[config.mk]
export PLATFORM = sky130hd
export DESIGN_NAME = hazard_forward_unit
export DESIGN_NICKNAME = d
export VERILOG_FILES = /design/src/rtl/hazard_pkg.sv /design/src/rtl/fwd_priority_match.sv /design/src/rtl/hazard_forward_unit.sv
export SDC_FILE = /design/constraint.sdc
export NUM_CORES = 1
export LEC_CHECK = 0
export CORE_MARGIN = 1.5
export CORE_UTILIZATION = 26
export DETAILED_ROUTE_END_ITERATION = 6
export GPL_TIMING_DRIVEN = 0
export PLACE_DENSITY = 0.83
export SLEW_MARGIN = 20
export SYNTH_ARGS = -nofsm -noshare
export SYNTH_HDL_FRONTEND = slang
export SYNTH_SLANG_ARGS = --single-unit
[constraint.sdc]
create_clock -name clk -period 1.5 [get_ports clk]
set_clock_uncertainty 0.2 [all_clocks]
set_input_delay 0.15 -clock clk [delete_from_list [all_inputs] [get_ports clk]]
set_output_delay 0.15 -clock clk [all_outputs]
set_load 0.1 [all_outputs]
[src/rtl/hazard_pkg.sv]
// Shared types and constants for the hazard / forwarding unit.
package hazard_pkg;

    // Load-use stall controller states.
    typedef enum logic [0:0] {
        IDLE  = 1'b0,
        STALL = 1'b1
    } hz_state_e;

    // Forward select encoding: 0 = register file, k+1 = stage k result.
    localparam int SEL_RF   = 0;
    localparam int SEL_STG0 = 1;

    // Width of one operand's forward select.
    function automatic int sel_width(input int num_stages);
        return (num_stages < 1) ? 1 : $clog2(num_stages + 1);
    endfunction

endpackage

[src/rtl/fwd_priority_match.sv]
// Per-operand forwarding match: compares one ID source register against the
// EX destination and the post-EX stages and returns the select that will be
// correct one cycle later, when every instruction has advanced one stage.
module fwd_priority_match
    import hazard_pkg::*;
#(
    parameter int REG_AW     = 5,
    parameter int NUM_STAGES = 2,
    parameter int SEL_W      = sel_width(NUM_STAGES)
) (
    input  logic                         id_valid_i,
    input  logic                         use_i,
    input  logic [REG_AW-1:0]            rs_i,
    input  logic                         ex_valid_i,
    input  logic                         ex_reg_write_i,
    input  logic [REG_AW-1:0]            ex_rd_i,
    input  logic [NUM_STAGES*REG_AW-1:0] stg_rd_i,
    input  logic [NUM_STAGES-1:0]        stg_reg_write_i,
    output logic [SEL_W-1:0]             sel_o,
    output logic                         match_ex_o
);

    logic                  rs_live;
    logic                  ex_hit;
    logic [NUM_STAGES-1:0] stg_hit;
    logic                  unused_last_hit;

    // x0 is hardwired zero and an unread or invalid operand never matches.
    assign rs_live = id_valid_i & use_i & (rs_i != '0);
    assign ex_hit  = rs_live & ex_valid_i & ex_reg_write_i & (ex_rd_i == rs_i);

    for (genvar gi = 0; gi < NUM_STAGES; gi++) begin : g_stg_hit
        assign stg_hit[gi] = stg_reg_write_i[gi] &
                             (stg_rd_i[gi*REG_AW +: REG_AW] == rs_i);
    end

    // The last stage retires before the consumer reaches EX; the register
    // file is write-through, so that hit needs no select.
    assign unused_last_hit = stg_hit[NUM_STAGES-1];

    // Oldest-first scan so a younger producer overwrites an older one; EX wins.
    always_comb begin
        sel_o      = SEL_W'(SEL_RF);
        match_ex_o = 1'b0;
        if (rs_live) begin
            for (int k = NUM_STAGES - 2; k >= 0; k--) begin
                if (stg_hit[k]) begin
                    sel_o = SEL_W'(k + 2);
                end
            end
            if (ex_hit) begin
                sel_o      = SEL_W'(SEL_STG0);
                match_ex_o = 1'b1;
            end
        end
    end

endmodule

[src/rtl/hazard_forward_unit.sv]
// Forwarding-select generation and load-use stall control. Selects are
// computed in ID and registered so they stay stable through the EX cycle.
module hazard_forward_unit
    import hazard_pkg::*;
#(
    parameter  int NUM_SRC    = 2,
    parameter  int REG_AW     = 5,
    parameter  int NUM_STAGES = 2,
    parameter  int LOAD_STALL = 1,
    localparam int SEL_W      = sel_width(NUM_STAGES),
    localparam int CNT_W      = $clog2(LOAD_STALL + 1)
) (
    input  logic                         clk,
    input  logic                         reset,
    input  logic                         flush,
    input  logic                         id_valid,
    input  logic [NUM_SRC*REG_AW-1:0]    id_rs,
    input  logic [NUM_SRC-1:0]           id_uses,
    input  logic                         ex_valid,
    input  logic [REG_AW-1:0]            ex_rd,
    input  logic                         ex_reg_write,
    input  logic                         ex_mem_read,
    input  logic [NUM_STAGES*REG_AW-1:0] stg_rd,
    input  logic [NUM_STAGES-1:0]        stg_reg_write,
    output logic [NUM_SRC*SEL_W-1:0]     fwd_sel,
    output logic                         stall,
    output logic                         bubble
);

    hz_state_e                state_q;
    logic [CNT_W-1:0]         cnt_q;
    logic                     stall_q;
    logic [NUM_SRC*SEL_W-1:0] fwd_sel_q;
    logic [NUM_SRC*SEL_W-1:0] fwd_sel_d;
    logic [NUM_SRC-1:0]       match_ex;
    logic                     hazard;

    for (genvar gi = 0; gi < NUM_SRC; gi++) begin : g_src
        fwd_priority_match #(
            .REG_AW     (REG_AW),
            .NUM_STAGES (NUM_STAGES),
            .SEL_W      (SEL_W)
        ) u_match (
            .id_valid_i      (id_valid),
            .use_i           (id_uses[gi]),
            .rs_i            (id_rs[gi*REG_AW +: REG_AW]),
            .ex_valid_i      (ex_valid),
            .ex_reg_write_i  (ex_reg_write),
            .ex_rd_i         (ex_rd),
            .stg_rd_i        (stg_rd),
            .stg_reg_write_i (stg_reg_write),
            .sel_o           (fwd_sel_d[gi*SEL_W +: SEL_W]),
            .match_ex_o      (match_ex[gi])
        );
    end

    // A load in EX feeding any used ID operand cannot be forwarded in time.
    assign hazard = ex_mem_read & (|match_ex);

    // IDLE stalls combinationally on a hazard; STALL holds a registered stall.
    // Flush kills the ID instruction, so it never stalls in that cycle.
    always_comb begin
        stall = 1'b0;
        if (!flush) begin
            stall = stall_q | ((state_q == IDLE) & hazard);
        end
    end

    assign bubble  = stall;
    assign fwd_sel = fwd_sel_q;

    // Stall FSM, countdown and registered forward selects.
    always_ff @(posedge clk) begin
        if (reset || flush) begin
            state_q   <= IDLE;
            cnt_q     <= '0;
            stall_q   <= 1'b0;
            fwd_sel_q <= '0;
        end else begin
            // A bubble enters EX while stalling, so it needs no forwarding.
            fwd_sel_q <= stall ? '0 : fwd_sel_d;
            case (state_q)
                IDLE: begin
                    if (hazard && (LOAD_STALL > 1)) begin
                        state_q <= STALL;
                        cnt_q   <= CNT_W'(LOAD_STALL - 1);
                        stall_q <= 1'b1;
                    end
                end
                STALL: begin
                    if (cnt_q <= CNT_W'(1)) begin
                        state_q <= IDLE;
                        cnt_q   <= '0;
                        stall_q <= 1'b0;
                    end else begin
                        cnt_q <= cnt_q - CNT_W'(1);
                    end
                end
                default: begin
                    state_q <= IDLE;
                    cnt_q   <= '0;
                    stall_q <= 1'b0;
                end
            endcase
        end
    end

endmodule

* Word-level counts from Yosys, hierarchy flattened *
Cells that the tools add are included.

storage, ports and cells
  bits in registers = 6
  input port bits = 36
  output and inout port bits = 6
  logic and storage cells = 49

operators by class
  $add $sub $neg = 1
  order comparisons = 1
  eq/ne operators = 4
  mux-type cells = 11
  bitwise operators = 17
  reduce and logical (&&, ||, !) cells = 9

operators by type and width
  cell                                         number
  5-bit equality test                          4
  1-bit bitwise AND                            14
  5-bit nonzero test                           2
  1-bit 2-to-1 mux                             9
  4-bit OR reduction                           2
  3-bit OR reduction                           2
  2-bit 2-to-1 mux                             2
  2-bit OR reduction                           2
  1-bit inverter                               3
  1-bit <= comparator (second input constant)  1
  1-bit logical OR                             1
  1-bit subtractor (second input constant)     1

* Depth between registers and ports, before layout *
  depth after elaboration = 12
  depth in mapped cells = 5
  gate-level depth less buffers = 4

* By module *
Synthesis repeated with hierarchy kept, for this count alone.

unflattened totals
  cells, all modules = 50
  area, all modules = 444.2 um^2

by module, submodules not included
  module               instances  cells an instance  area each (um^2)  seq. area each (um^2)
  fwd_priority_match   2          19                 157.7             0.0
  hazard_forward_unit  1          12                 128.9             80.1

* Worst setup path before layout *
Ideal clock, no wire load.

  path kind = input to output
  start = in ex_rd[0]
  end = out stall
  arrival = 2022 ps
  required time = 1150 ps
  path slack = -872 ps
  cell stages on the path = 5
  buffers on the path = 1
  cells stage by stage = xnor2_1 nand4_1 nor4_2 o21a_1 buf_4

between the ends
  cells in the longest elaborated chain, start to end = 8
  elaborated cells on any way between the ends = 12
  those cells by class = 2 x eq/ne; 5 x mux; 4 x bitwise; 1 x reduce/logical

ends and longest elaborated chain
  item                  line                       source
  start: declaration    hazard_forward_unit.sv:20  input logic [REG_AW-1:0] ex_rd,
  5-bit equality test   fwd_priority_match.sv:30   assign ex_hit = rs_live & ex_valid_i & ex_reg_write_i & (ex_rd_i == rs_i);
  1-bit bitwise AND     fwd_priority_match.sv:30
  1-bit 2-to-1 mux      fwd_priority_match.sv:51   if (ex_hit) begin
  1-bit 2-to-1 mux      fwd_priority_match.sv:45   if (rs_live) begin
  2-bit OR reduction *  hazard_forward_unit.sv:58  assign hazard = ex_mem_read & (|match_ex);
  1-bit bitwise AND *   hazard_forward_unit.sv:58
  1-bit bitwise AND *   hazard_forward_unit.sv:65  stall = stall_q | ((state_q == IDLE) & hazard);
  1-bit 2-to-1 mux *    hazard_forward_unit.sv:64  if (!flush) begin
  end: declaration      hazard_forward_unit.sv:26  output logic stall,

Every way passes the cells marked *; elsewhere a longest branch is shown, timed or not.

* Worst setup path after layout *
  start = in id_rs[6]
  end = out stall

between the ends
  cells in the longest elaborated chain, start to end = 11
  elaborated cells on any way between the ends = 12
  those cells by class = 1 x eq/ne; 3 x mux; 6 x bitwise; 2 x reduce/logical

ends and longest elaborated chain
  item                             line                       source
  start: declaration               hazard_forward_unit.sv:17  input logic [NUM_SRC*REG_AW-1:0] id_rs,
  5-bit nonzero test               fwd_priority_match.sv:29   assign rs_live = id_valid_i & use_i & (rs_i != '0);
  1-bit bitwise AND                fwd_priority_match.sv:29
  1-bit bitwise AND (3 in series)  fwd_priority_match.sv:30
  1-bit 2-to-1 mux                 fwd_priority_match.sv:51
  1-bit 2-to-1 mux *               fwd_priority_match.sv:45
  2-bit OR reduction *             hazard_forward_unit.sv:58
  1-bit bitwise AND *              hazard_forward_unit.sv:58
  1-bit bitwise AND *              hazard_forward_unit.sv:65
  1-bit 2-to-1 mux *               hazard_forward_unit.sv:64

Marked as above.

==> results.py <==
metrics = {
    "run_status": {
        "status": "complete, but fails checks",
        "violations": "setup timing",
    },
    "layout": {
        "final_area_um2": 1070,
        "area_growth_pct": 146.4,
        "antenna_cells": 0,
        "nNetsFinal": 134,
        "drive_above_1_share": 0.5625,
        "largest_reg_flops": 4,
    },
    "critical_path": {
        "path_max_fanout": 3,
        "critPathCaptureType": "output port",
        "start_kind": "input port",
        "path_delay_family": "simple AND/OR/NAND/NOR gates",
        "worstSetupPathType": "input port to output port",
        "worstPathCellList": "buf_8, or4_4, o211ai_4, nor4_4, o21a_4, buf_6, buf_12",
        "critPathBufInv": 3,
        "crit_path_start": "id_rs[6]",
        "cpMaxStageDelayCell": "or4_4",
        "worstPathRequired_ns": 1.15,
        "max_stage_delay_ns": 0.54,
        "crit_arrival_ns": 1.55,
    },
    "route": {
        "dr.pass1.iters": 2,
        "drtIter0Drc": 2,
        "routed_wl_um": 1688,
        "vias": 561,
        "vias_per_cell": 5.009,
        "drc": 0,
        "wl_per_cell_um": 15.07,
        "ant_nets": 0,
    },
    "synth": {
        "ys.warnings.count": 0,
        "synth_top_area_frac": 0.2017,
        "syn-num-nets": 81,
        "synth_cell_type_count": 17,
        "syn_area_per_cell_um2": 9.648,
        "synth_cells": 45,
        "syn_area_um2": 434.2,
        "ys_seq_area_frac": 0.1844,
        "synth_area_leaders": "xnor2_1, xor2_1, dfxtp_1, nand4_1, nor4_2",
        "synth_area_leader_cell": "xnor2_1",
        "yosys_register_bits": 4,
    },
    "sta": {
        "setup_viol": 5,
        "hold_viol": 0,
        "fin_crit_ns": 1.899,
        "worst_slack_ns": -0.3994,
        "holdWs_ns": 0.1520,
        "fmaxAchievable_ghz": 0.5265,
        "final.period_utilization": 1.266,
        "fin_setup_tns_ns": -0.9366,
        "relSlewSlack": 0.6371,
        "slew_violations": 0,
        "rsz0062_at_grt": "true",
        "worst_slew_pin_slew_ns": 0.5468,
    },
    "floorplan": {
        "die-area_um2": 1924,
        "die_x_um": 43.87,
        "initial_core_util": 0.2817,
        "rows": 14,
        "io_pins": 42,
        "die_y_um": 43.87,
        "core_um2": 1541,
    },
    "min_path": {
        "min_path_cells": 4,
        "min_from": "id_rs[0]",
        "hp-class": "input port to flip-flop",
        "min_to": "fwd_sel[1]$_SDFF_PP0_",
    },
    "pwr": {
        "leakagePower_nw": 0.4639,
        "ir_drop_mv": 0.1700,
        "power.density_nw_per_um2": 418.2,
        "finalPower_w": 0.0004474,
    },
    "cts": {
        "numCtsBuffers": 3,
        "clk_pin_slew_ns": 0.03,
        "cts_root_buf": "clkbuf_4",
        "cts_tree": "yes",
        "htreeDepth": 1,
        "clock_path_buffers": 2,
        "holdBufCountCts": 0,
        "cts_num_sinks": 4,
    },
    "grt": {
        "antenna_found_initial": 0,
        "grt_pass1_vias": 602,
        "grt_max_degree": 5,
        "overflow": 0,
        "grt_usage": 0.1856,
        "grt_pass1_wl_um": 2615,
    },
    "place": {
        "hpwl_um": 1181,
        "port_buffers": 35,
        "place_congestion": 0.7715,
        "place_area_um2": 858.3,
    },
    "job": {
        "maxCapViolations": 0,
    },
}
cells in the final DEF (no fill, tap or decap), types with 2 or more instances in the layout:
cell type	synthesis	layout
a2111oi_4	0	2
buf_2	0	3
buf_4	1	9
buf_6	0	7
buf_8	0	4
clkbuf_2	0	6
clkbuf_4	0	3
clkdlybuf4s15_2	0	4
clkdlybuf4s50_1	0	6
dfxtp_1	4	4
dlygate4sd2_1	0	5
dlymetal6s2s_1	0	4
nand4_1	4	4
nor4_1	2	2
nor4_4	0	2
o211ai_4	0	2
or4_4	0	2
xnor2_1	10	7
xnor2_2	0	3
xor2_1	10	9
synthesized netlist by cell type:
library cell,count
dfxtp_1,4
o211ai_2,2
or4_1,2
o21a_1,1
xor2_1,10
buf_4,1
nor2_1,1
nand2_1,1
nor2b_1,1
nor4_1,2
nor4_2,2
nand4_1,4
xnor2_1,10
nor4bb_1,1
a2111oi_2,1
and4bb_2,1
a2111oi_1,1
per-stage QoR:
stage,setup slack [ns],instances,utilization
final,-0.3994,112,0.6940
after global routing,-0.4225,112,0.6940
after CTS,-0.4263,106,0.6372
after detailed placement,-1.747,96,0.5568
after global placement,-1.711,96,0.5568
after floorplan,-0.3835,45,-
layer usage:
metal  GRT usage  share of wire
met1      0.2000           0.38
met2      0.3647           0.54
met3     0.02500          0.070
met4     0.05455         0.0036
met5           0              0
worst max path at each step:
stage	end	cells past startpoint	slack, ns
finish	stall	7	-0.40
global route	stall	7	-0.42
CTS	stall	7	-0.43
detailed placement	stall	7	-1.75
floorplan	stall	5	-0.38
global placement	stall	7	-1.71
kinds of logic after synthesis:
group                  synth area share
buffers and inverters           0.01730
XOR/XNOR                         0.4034
AND/OR/NAND/NOR                  0.2622
flip-flops                       0.1844
AO/OA/AOI/OAI                    0.1326
worst min-delay path, stage by stage:
cell and delay (ns):
buf_2 0.12, xnor2_1 0.08, nand4_1 0.13, a2111oi_4 0.04
layout make-up:
class                   instances  area [um^2]
well taps                      16        20.02
fillers                       129        471.7
multi-input cells              40        476.7
clock buffers                   3        22.52
flip-flops and latches          4        80.08
repair buffers                 48        459.2
plain buffers                   1        11.26
power by group:
group | internal (W) | total [W] | switching, W | leakage (nW)
clock network | 0.0000893 | 0.000130 | 0.0000411 | 0.0138
logic | 0.000120 | 0.000210 | 0.0000895 | 0.418
registers | 0.000107 | 0.000107 | 0.0000000243 | 0.0322
total | 0.000317 | 0.000447 | 0.000131 | 0.464
timing repair:
| item | in CTS | in global routing |
|---|---|---|
| buffers inserted | 7 | 9 |
| pin swaps | 12 | 21 |
| setup endpoints to repair | 10 | 6 |
| resized for setup | 89 | 27 |
(Power assumes the default switching activity.)
